--- src/rtl/skill_budget_sorter_pkg.sv ---
// Shared types for the skill budget sorter.
//   sbs_state_t       : controller states, in request order
//   sorting_element_t : one sort entry for the default configuration (W=16, N_SKILL=4).
//                       The top module declares its own parametrised copy of this layout.
package skill_budget_sorter_pkg;

  typedef enum logic [2:0] {
    S_IDLE,
    S_LOAD,
    S_SORT,
    S_ACC,
    S_OUT
  } sbs_state_t;

  localparam int SBS_DEFAULT_W       = 16;
  localparam int SBS_DEFAULT_N_SKILL = 4;

  // Cost sits in the high bits so that the whole packed word compares as the
  // {cost, idx} key; idx breaks ties, which is what makes the sort stable.
  typedef struct packed {
    logic [SBS_DEFAULT_W-1:0]               cost;
    logic [$clog2(SBS_DEFAULT_N_SKILL)-1:0] idx;
  } sorting_element_t;

endpackage

--- src/rtl/skill_budget_sorter_cmp_swap.sv ---
// sbs_cmp_swap: combinational compare-exchange of two sort elements.
// Ports:
//   en     : when low, both elements pass straight through
//   a, b   : packed {cost, idx} elements (a is the lower position)
//   lo, hi : the smaller key goes to lo and the larger key goes to hi
module sbs_cmp_swap #(
  parameter int EW = 18
) (
  input  logic          en,
  input  logic [EW-1:0] a,
  input  logic [EW-1:0] b,
  output logic [EW-1:0] lo,
  output logic [EW-1:0] hi
);

  logic swap;

  // idx values are unique within a request, so two keys are never equal.
  // The plain unsigned compare is therefore a strict and stable ordering.
  assign swap = en && (a > b);
  assign lo   = swap ? b : a;
  assign hi   = swap ? a : b;

endmodule

--- src/rtl/skill_budget_sorter.sv ---
// skill_budget_sorter: accepts an MP budget and N_SKILL skill costs, stably sorts
// the costs in ascending order, and spends MP greedily starting with the cheapest.
// Ports:
//   clk, rst                  : clock, synchronous active-high reset
//   start_valid/start_ready   : budget beat handshake (ready only while idle)
//   mp_budget                 : player MP for this request
//   cost_valid/cost_ready     : cost beat handshake (ready only while loading)
//   cost_data                 : cost of skill i, where i is the beat order
//   out_valid/out_ready       : result handshake; the result is held until it is accepted
//   out_used_cnt              : number of skills used
//   out_mp_left               : budget minus the sum of the used costs
//   out_used_mask             : bit i is set when skill i is used
//   out_rank                  : field i holds the sorted position of skill i (0 = cheapest)
module skill_budget_sorter
  import skill_budget_sorter_pkg::*;
#(
  parameter  int N_SKILL = 4,
  parameter  int W       = 16,
  localparam int IDX_W   = $clog2(N_SKILL)
) (
  input  logic                     clk,
  input  logic                     rst,
  input  logic                     start_valid,
  output logic                     start_ready,
  input  logic [W-1:0]             mp_budget,
  input  logic                     cost_valid,
  output logic                     cost_ready,
  input  logic [W-1:0]             cost_data,
  output logic                     out_valid,
  input  logic                     out_ready,
  output logic [IDX_W:0]           out_used_cnt,
  output logic [W-1:0]             out_mp_left,
  output logic [N_SKILL-1:0]       out_used_mask,
  output logic [N_SKILL*IDX_W-1:0] out_rank
);

  localparam int               EW   = W + IDX_W;
  localparam logic [IDX_W-1:0] LAST = IDX_W'(N_SKILL - 1);

  typedef struct packed {
    logic [W-1:0]     cost;
    logic [IDX_W-1:0] idx;
  } elem_t;

  sbs_state_t       state;
  // pass counts load beats, then sort passes, then accumulate steps
  logic [IDX_W-1:0] pass;
  logic [W-1:0]     budget;
  logic [W:0]       sum;
  elem_t            arr     [N_SKILL];
  elem_t            arr_nxt [N_SKILL];
  logic [IDX_W-1:0] rank_q  [N_SKILL];
  logic [N_SKILL-2:0] pair_en;
  logic [EW-1:0]    pair_lo [N_SKILL-1];
  logic [EW-1:0]    pair_hi [N_SKILL-1];
  elem_t            cur;
  logic [W:0]       sum_add;
  logic             fits;

  // One comparator per neighbouring pair. Even passes enable pairs 0-1, 2-3, ...
  // and odd passes enable pairs 1-2, 3-4, ...; the enabled pairs never overlap.
  for (genvar i = 0; i < N_SKILL - 1; i++) begin : g_pair
    assign pair_en[i] = (state == S_SORT) && (pass[0] == 1'(i % 2));
    sbs_cmp_swap #(.EW(EW)) u_cmp_swap (
      .en (pair_en[i]),
      .a  (arr[i]),
      .b  (arr[i+1]),
      .lo (pair_lo[i]),
      .hi (pair_hi[i])
    );
  end

  for (genvar i = 0; i < N_SKILL; i++) begin : g_rank
    assign out_rank[i*IDX_W +: IDX_W] = rank_q[i];
  end

  always_comb begin
    for (int j = 0; j < N_SKILL; j++) arr_nxt[j] = arr[j];
    for (int j = 0; j < N_SKILL - 1; j++) begin
      if (pair_en[j]) begin
        arr_nxt[j]   = elem_t'(pair_lo[j]);
        arr_nxt[j+1] = elem_t'(pair_hi[j]);
      end
    end
  end

  // The running sum never exceeds the budget, so W+1 bits cannot overflow.
  assign cur     = arr[pass];
  assign sum_add = sum + {1'b0, cur.cost};
  assign fits    = sum_add <= {1'b0, budget};

  always_ff @(posedge clk) begin
    if (rst) begin
      state         <= S_IDLE;
      start_ready   <= 1'b1;
      cost_ready    <= 1'b0;
      out_valid     <= 1'b0;
      pass          <= '0;
      budget        <= '0;
      sum           <= '0;
      out_used_cnt  <= '0;
      out_mp_left   <= '0;
      out_used_mask <= '0;
      for (int k = 0; k < N_SKILL; k++) begin
        arr[k]    <= '0;
        rank_q[k] <= '0;
      end
    end else begin
      case (state)
        S_IDLE: begin
          if (start_valid) begin
            budget        <= mp_budget;
            pass          <= '0;
            sum           <= '0;
            out_used_cnt  <= '0;
            out_mp_left   <= '0;
            out_used_mask <= '0;
            for (int k = 0; k < N_SKILL; k++) rank_q[k] <= '0;
            start_ready   <= 1'b0;
            cost_ready    <= 1'b1;
            state         <= S_LOAD;
          end
        end
        S_LOAD: begin
          if (cost_valid) begin
            arr[pass] <= '{cost: cost_data, idx: pass};
            if (pass == LAST) begin
              pass       <= '0;
              cost_ready <= 1'b0;
              state      <= S_SORT;
            end else begin
              pass <= pass + IDX_W'(1);
            end
          end
        end
        S_SORT: begin
          for (int k = 0; k < N_SKILL; k++) arr[k] <= arr_nxt[k];
          if (pass == LAST) begin
            // The last pass result is the final order, so all ranks are known here.
            for (int k = 0; k < N_SKILL; k++) rank_q[arr_nxt[k].idx] <= IDX_W'(k);
            pass  <= '0;
            state <= S_ACC;
          end else begin
            pass <= pass + IDX_W'(1);
          end
        end
        S_ACC: begin
          if (fits) begin
            sum                     <= sum_add;
            out_used_mask[cur.idx]  <= 1'b1;
            out_used_cnt            <= out_used_cnt + (IDX_W+1)'(1);
            if (pass == LAST) begin
              out_mp_left <= budget - sum_add[W-1:0];
              out_valid   <= 1'b1;
              state       <= S_OUT;
            end else begin
              pass <= pass + IDX_W'(1);
            end
          end else begin
            // The remaining elements cost at least as much as this one, so stop now.
            out_mp_left <= budget - sum[W-1:0];
            out_valid   <= 1'b1;
            state       <= S_OUT;
          end
        end
        S_OUT: begin
          if (out_ready) begin
            out_valid   <= 1'b0;
            start_ready <= 1'b1;
            state       <= S_IDLE;
          end
        end
        default: begin
          state       <= S_IDLE;
          start_ready <= 1'b1;
          cost_ready  <= 1'b0;
          out_valid   <= 1'b0;
        end
      endcase
    end
  end

endmodule

--- config.mk ---
export PLATFORM = sky130hd
export DESIGN_NAME = skill_budget_sorter
export DESIGN_NICKNAME = d
export VERILOG_FILES = /design/src/rtl/skill_budget_sorter_pkg.sv /design/src/rtl/skill_budget_sorter_cmp_swap.sv /design/src/rtl/skill_budget_sorter.sv
export SDC_FILE = /design/constraint.sdc
export NUM_CORES = 1
export LEC_CHECK = 0
export ABC_AREA = 1
export CAP_MARGIN = 20
export CELL_PAD_IN_SITES_DETAIL_PLACEMENT = 1
export CELL_PAD_IN_SITES_GLOBAL_PLACEMENT = 1
export CORE_AREA = 2 2 209 211
export CTS_CLUSTER_DIAMETER = 40
export DETAILED_ROUTE_END_ITERATION = 12
export DIE_AREA = 0 0 211 213
export PLACE_DENSITY = 0.55
export RECOVER_POWER = 50
export SKIP_LAST_GASP = 1
export SLEW_MARGIN = 10
export SYNTH_ARGS = -nofsm -noshare
export SYNTH_HDL_FRONTEND = slang
export SYNTH_HIERARCHICAL = 1
export SYNTH_SLANG_ARGS = --single-unit
--- constraint.sdc ---
create_clock -name clk -period 7.6 [get_ports clk]
set_clock_uncertainty 0.1 [all_clocks]
set_input_delay 1.52 -clock clk [delete_from_list [all_inputs] [get_ports clk]]
set_output_delay 1.52 -clock clk [all_outputs]
set_load 0.05 [all_outputs]
# Yosys cells after proc, flatten, opt, wreduce, memory -nomap -nowiden
# Memories as Yosys holds them, arrays and structs flattened. A register that Yosys moved wholly into a read port is not among the register bits.
# Index checks and enable logic that the tools add are counted.
totals:
  regBits: 64
  mem_bits_rw: 80
  inputBits: 37
  memories: 2
op_classes:
  addsub: 5
  magnitude_cmp: 6
  eq_ne: 13
  mux: 91
  bitwise: 13
  reduce_logical: 25
memory_table:
  columns: ["memory", "depth", "width", "read_ports", "rd_clocked_by_memory_dff", "wr", "line_no", "source"]
  rows:
  - ["arr", 4, 18, 5, 1, 4, "skill_budget_sorter.sv:50", "elem_t arr [N_SKILL];"]
  - ["rank_q", 4, 2, 4, 0, 4, "skill_budget_sorter.sv:52", "logic [IDX_W-1:0] rank_q [N_SKILL];"]
ops:
  columns: ["op", "count"]
  rows:
  - ["18-bit two-way mux", 11]
  - ["36-bit two-way mux", 3]
  - ["18-bit > comparator", 3]
  - ["16-bit two-way mux", 3]
  - ["2-bit two-way mux", 20]
  - ["17-bit two-way mux", 2]
  - ["17-bit one-hot mux with 2 select lines", 1]
  - ["16-bit one-hot mux with 2 select lines", 1]
  - ["16-bit subtractor", 2]
  - ["1-bit two-way mux", 31]
  - ["3-bit two-way mux", 9]
  - ["18-bit OR reduction", 1]
  - ["17-bit by 16-bit adder with 17-bit output", 1]
  - ["17-bit by 16-bit less-or-equal comparator with 1-bit output", 1]
  - ["3-bit one-hot mux with 5 select lines", 1]
  - ["2-bit inequality test (second input constant)", 6]
  - ["3-bit AND reduction", 4]
  - ["1-bit one-hot mux with 3 select lines", 3]
  - ["3-bit OR reduction", 3]
  - ["4-bit two-way mux", 2]
  - ["1-bit bitwise OR", 8]
  - ["2-bit one-hot mux with 4 select lines", 1]
  - ["4-bit one-hot mux with 2 select lines", 1]
  - ["2-bit OR reduction", 4]
  - ["22 further kinds", 31]

# Logic depth before layout (Yosys ltp)
logic_depth:
  depth_word: 8
  mapped_depth: 39
  mapped_depth_nobuf: 38

# By module
# Netlist, hierarchy kept.
modules_own_cells:
  columns: ["mod", "instances", "cells_per_inst", "area_per_inst_um2"]
  rows:
  - ["skill_budget_sorter", 1, 1136, 9054.9]
  - ["sbs_cmp_swap", 3, 210, 1222.4]

# Worst setup path after synthesis
# Ideal clock, no wire load.
synth_timing:
  kind: "register -> register"
  start: "register (tool-made name)"
  end: "register out_mp_left[14]"
  t_arrival_ps: 5576
  setup_slack_ps: 1854
  stages_incl_launch_ff: 36
  path_cell_list: "dfxtp_1 clkbuf_1 clkbuf_1 nor2_1 o22ai_1 ha_1 inv_1 fa_1 nand3b_1 nand2_1 nand2_1 nand2_2 a21oi_1 o21bai_1 xor2_1 inv_1 ha_1 nand2_1 nor4_1 nand2_1 nor2_1 nand4_1 nand2_4 inv_4 nand2_1 o21ai_0 ha_1 fa_1 o21ai_0 nand4_1 o211ai_1 a31oi_1 o21ai_0 xor2_1 nand2_1 a21oi_1"
synth_lines:
  columns: ["item", "line_no", "source"]
  rows:
  - ["end signal, assigned", "skill_budget_sorter.sv:153", "out_mp_left <= budget - sum_add[W-1:0];"]
  - ["end signal, assigned", "skill_budget_sorter.sv:161", "out_mp_left <= budget - sum[W-1:0];"]
  - ["end, declared", "skill_budget_sorter.sv:32", "output logic [W-1:0] out_mp_left,"]

==> results.py <==
metrics = {
    "run_status": {
        "outcome": "finished, violations left",
        "violations": "capacitance limit, slew limit",
    },
    "synthesis": {
        "syn_avg_cell_area_sq_um": 7.20,
        "seq_area_frac_synth": 0.286,
        "netlist_instances": 1766,
        "synth.ff_latch_count": 146,
        "synth_top_family_by_area": "simple AND/OR/NAND/NOR gates",
        "synth-simple-area-share": 0.324,
        "synth-compound-area-share": 0.159,
        "synth_warnings": 6,
        "synth_adder_area_share": 0.108,
        "synth-xor-area-share": 0.0131,
        "synth_edf_count": 72,
        "synthFlopType": "dfxtp_1",
        "muxShareOfSynthArea": 0.00551,
        "netlist_area_sq_um": 12700,
        "synth_nets": 1912,
        "ys_types": 59,
        "ys_async_sr_fraction": 0,
    },
    "global_routing": {
        "overflow": 0,
        "grt_pass1_vias": 12800,
        "antenna_found_initial": 1,
        "grt_pass1_wl_microns": 75400,
        "grt_util_all_layers": 0.221,
        "grt_max_degree": 74,
    },
    "cells_and_area": {
        "mostFrequentLayoutCell": "nand2_1",
        "syn2layout_area_growth_pct": 12.3,
        "drive_gt1_frac": 0.127,
        "fin_nets": 1946,
        "final_cell_mix": "nand2_1 (401), nand3_1 (193), inv_1 (189)",
    },
    "power_and_ir_drop": {
        "netSwitchingFraction": 0.545,
        "power_frac_seq": 0.205,
        "p_clk_frac": 0.142,
        "leakagePower_nw": 6.49,
        "p_comb_frac": 0.652,
        "ir_worst_vdd_mv": 0.209,
        "power_switching_mw": 3.29,
        "p_int_mw": 2.75,
        "p_per_area_nw_per_um2": 422,
    },
    "clocking": {
        "clk_pin_slew_ns": 0.06,
        "cts_max_level": 4,
        "cts_tree": "built",
        "cts_hold_buf": 0,
        "cts.path.max_buffers": 2,
        "insertion_delay_ns": 0.47,
        "cts_buffers": 17,
        "clock_tree.root_cell": "clkbuf_16",
        "cts.sink_count": 146,
        "cts_resized": 0,
        "post_cts_buffers": 0,
    },
    "drt": {
        "wirelength_microns": 48200,
        "vias_per_cell": 5.18,
        "vias": 12200,
        "final_antenna_net_count": 0,
        "first_iter_violations": 643,
        "route.detailed.drc": 0,
        "met3_length_microns": 1390,
        "wl_per_cell_microns": 20.4,
        "wl_met2_microns": 23400,
        "routed.top_layer": "met4",
        "firstDrtPassIters": 5,
        "wl_met1_microns": 22500,
    },
    "sta": {
        "rsz0062_at_grt": "no",
        "fin_crit_sh": 0.903,
        "hold_viol": 0,
        "slew_violations": 138,
        "setup_viol": 0,
        "relSlewSlack": -0.657,
        "period_needed_ns": 6.86,
        "worstMarginPinSlew_ns": 2.49,
        "holdWs_ns": 0.355,
        "setup_tns_ns": 0,
        "fmax_mhz": 146,
    },
    "hold_path": {
        "min_path_type": "register to register",
        "hp-start": "out_used_cnt[2]",
    },
    "critical_path": {
        "crit_arrival_ns": 7.01,
        "end_kind": "register",
        "required_ns": 7.75,
        "crit_top_cell": "nand2_1",
        "critPathKind": "register to register",
        "path_max_fanout": 13,
        "slowest_stage": "o21ai_0",
        "r2r_setup_slack_ns": 0.74,
        "timing.rr.end": "out_mp_left[10]",
        "max_stage_delay_ns": 0.45,
        "cp-start-kind": "register",
        "crit_end": "out_mp_left[10]",
        "r2r_cells": 32,
    },
    "floorplan": {
        "core-area_sq_um": 42700,
        "die_h_microns": 213,
        "num_rows": 76,
        "initial_core_util": 0.298,
        "num_io_pins": 71,
        "dieArea_sq_um": 44900,
        "dieWidth_microns": 211,
    },
    "placement": {
        "dpl.hpwl_microns": 33200,
        "port_buffers": 70,
        "place_congestion": 0.813,
    },
    "job": {
        "maxCapViolations": 6,
    },
}
[cell usage after synthesis, types with 4 or more instances]
cell        n  share of area
a31oi_1     4         0.0020
a21oi_1    94          0.037
nor2_1     79          0.023
o22ai_1    22          0.011
o21ai_0   134          0.053
nand2_2   105          0.052
edfxtp_1   72           0.17
xnor2_1     9         0.0062
o211ai_1    4         0.0024
nor3_1     13         0.0051
buf_1       6         0.0018
inv_1     187          0.055
buf_4      10         0.0059
a21o_1     11         0.0065
dfxtp_1    74           0.12
nor2_4     13          0.012
nand3_1   193          0.076
clkbuf_1   36          0.011
clkinv_1    9         0.0027
mux2i_1     7         0.0055
buf_12      9          0.014
xor2_1     10         0.0069
a211oi_1    4         0.0024
ha_1      107           0.11
nor2_2     11         0.0054
o21a_1      8         0.0047
a21oi_2     8         0.0055
inv_2      11         0.0032
nand2_4     9         0.0080
nor3_4      4         0.0051
nand2_1   401           0.12
a22o_1     32          0.022
buf_2      15         0.0059
nand4_1     5         0.0025
or2_2       7         0.0034
[routing by layer]
metal,vias up,global-route usage
met5,-,0
met4,0,0.0653
met3,39,0.0250
met2,173,0.382
met1,6049,0.289
li1,5974,-
[cell type report]
type                            instances  area (sq um)
Clock buffer                           25           517
Fill cell                            5269         28400
Inverter                              209           790
Timing Repair Buffer                   94           845
Clock inverter                          7          46.3
Multi-Input combinational cell       1332          7760
Tap cell                              546           683
Sequential cell                       146          3640
Antenna cell                            1          2.50
[cell families (layout without fill, tap and decap cells)]
logic type               Yosys count  in the layout
flip-flops                       146            146
buffers and inverters            288            335
multiplexers                       7              7
adder cells (fa/ha/maj)          109            109
AO/OA/AOI/OAI                    342            342
other                              0              1
AND/OR/NAND/NOR                  855            855
XOR/XNOR                          19             19
[power by group through the flow]
stage / Sequential [mW] / Clock [mW] / Combinational [mW]
finish: 1.24 / 0.860 / 3.94
detailed placement: 1.26 / 0 / 3.96
global placement: 1.26 / 0 / 3.90
CTS: 1.24 / 0.880 / 3.99
floorplan: 1.24 / 0 / 2.87
global route: 1.27 / 0.903 / 4.43
[registers in the layout, indices dropped and copies added (netlist names), 2 cells and up, named ones only]
name	cells
out_mp_left	16
out_used_mask	4
pass	2
arr	72
state	3
sum	17
out_used_cnt	3
budget	16
rank_q	8
[how the worst min path moves through the flow]
stage / cells after the start / end / slack (ns)
4_1_cts: 1 / out_used_cnt[2] / 0.37
3_5_place_dp: 1 / out_used_cnt[2] / 0.36
5_1_grt: 1 / out_used_cnt[2] / 0.38
6_report: 1 / out_used_cnt[2] / 0.35
3_3_place_gp: 1 / out_used_cnt[2] / 0.34
2_1_floorplan: 2 / sum[16] / 0.34
[worst max-delay path: cells and delay by family (launching register included)]
kind            cells  cell delay (ns)
buf+inv             4             0.70
compound gates     11             2.21
xor+xnor            1             0.24
flops               1             0.39
fa+ha+maj           4             1.22
simple gates       12             1.77
[per-stage QoR]
step	std cells	total power [mW]	setup slack [ns]	utilization	area [sq um]
after global routing	2359	6.60	0.140	0.335	14300
after CTS	2359	6.11	0.831	0.335	14300
after floorplan	1766	4.11	1.85	-	12700
after global placement	2327	5.16	1.07	0.322	13800
after detailed placement	2327	5.22	0.847	0.322	13800
final	2360	6.04	0.736	0.335	14300
(Power assumes the default switching activity.)
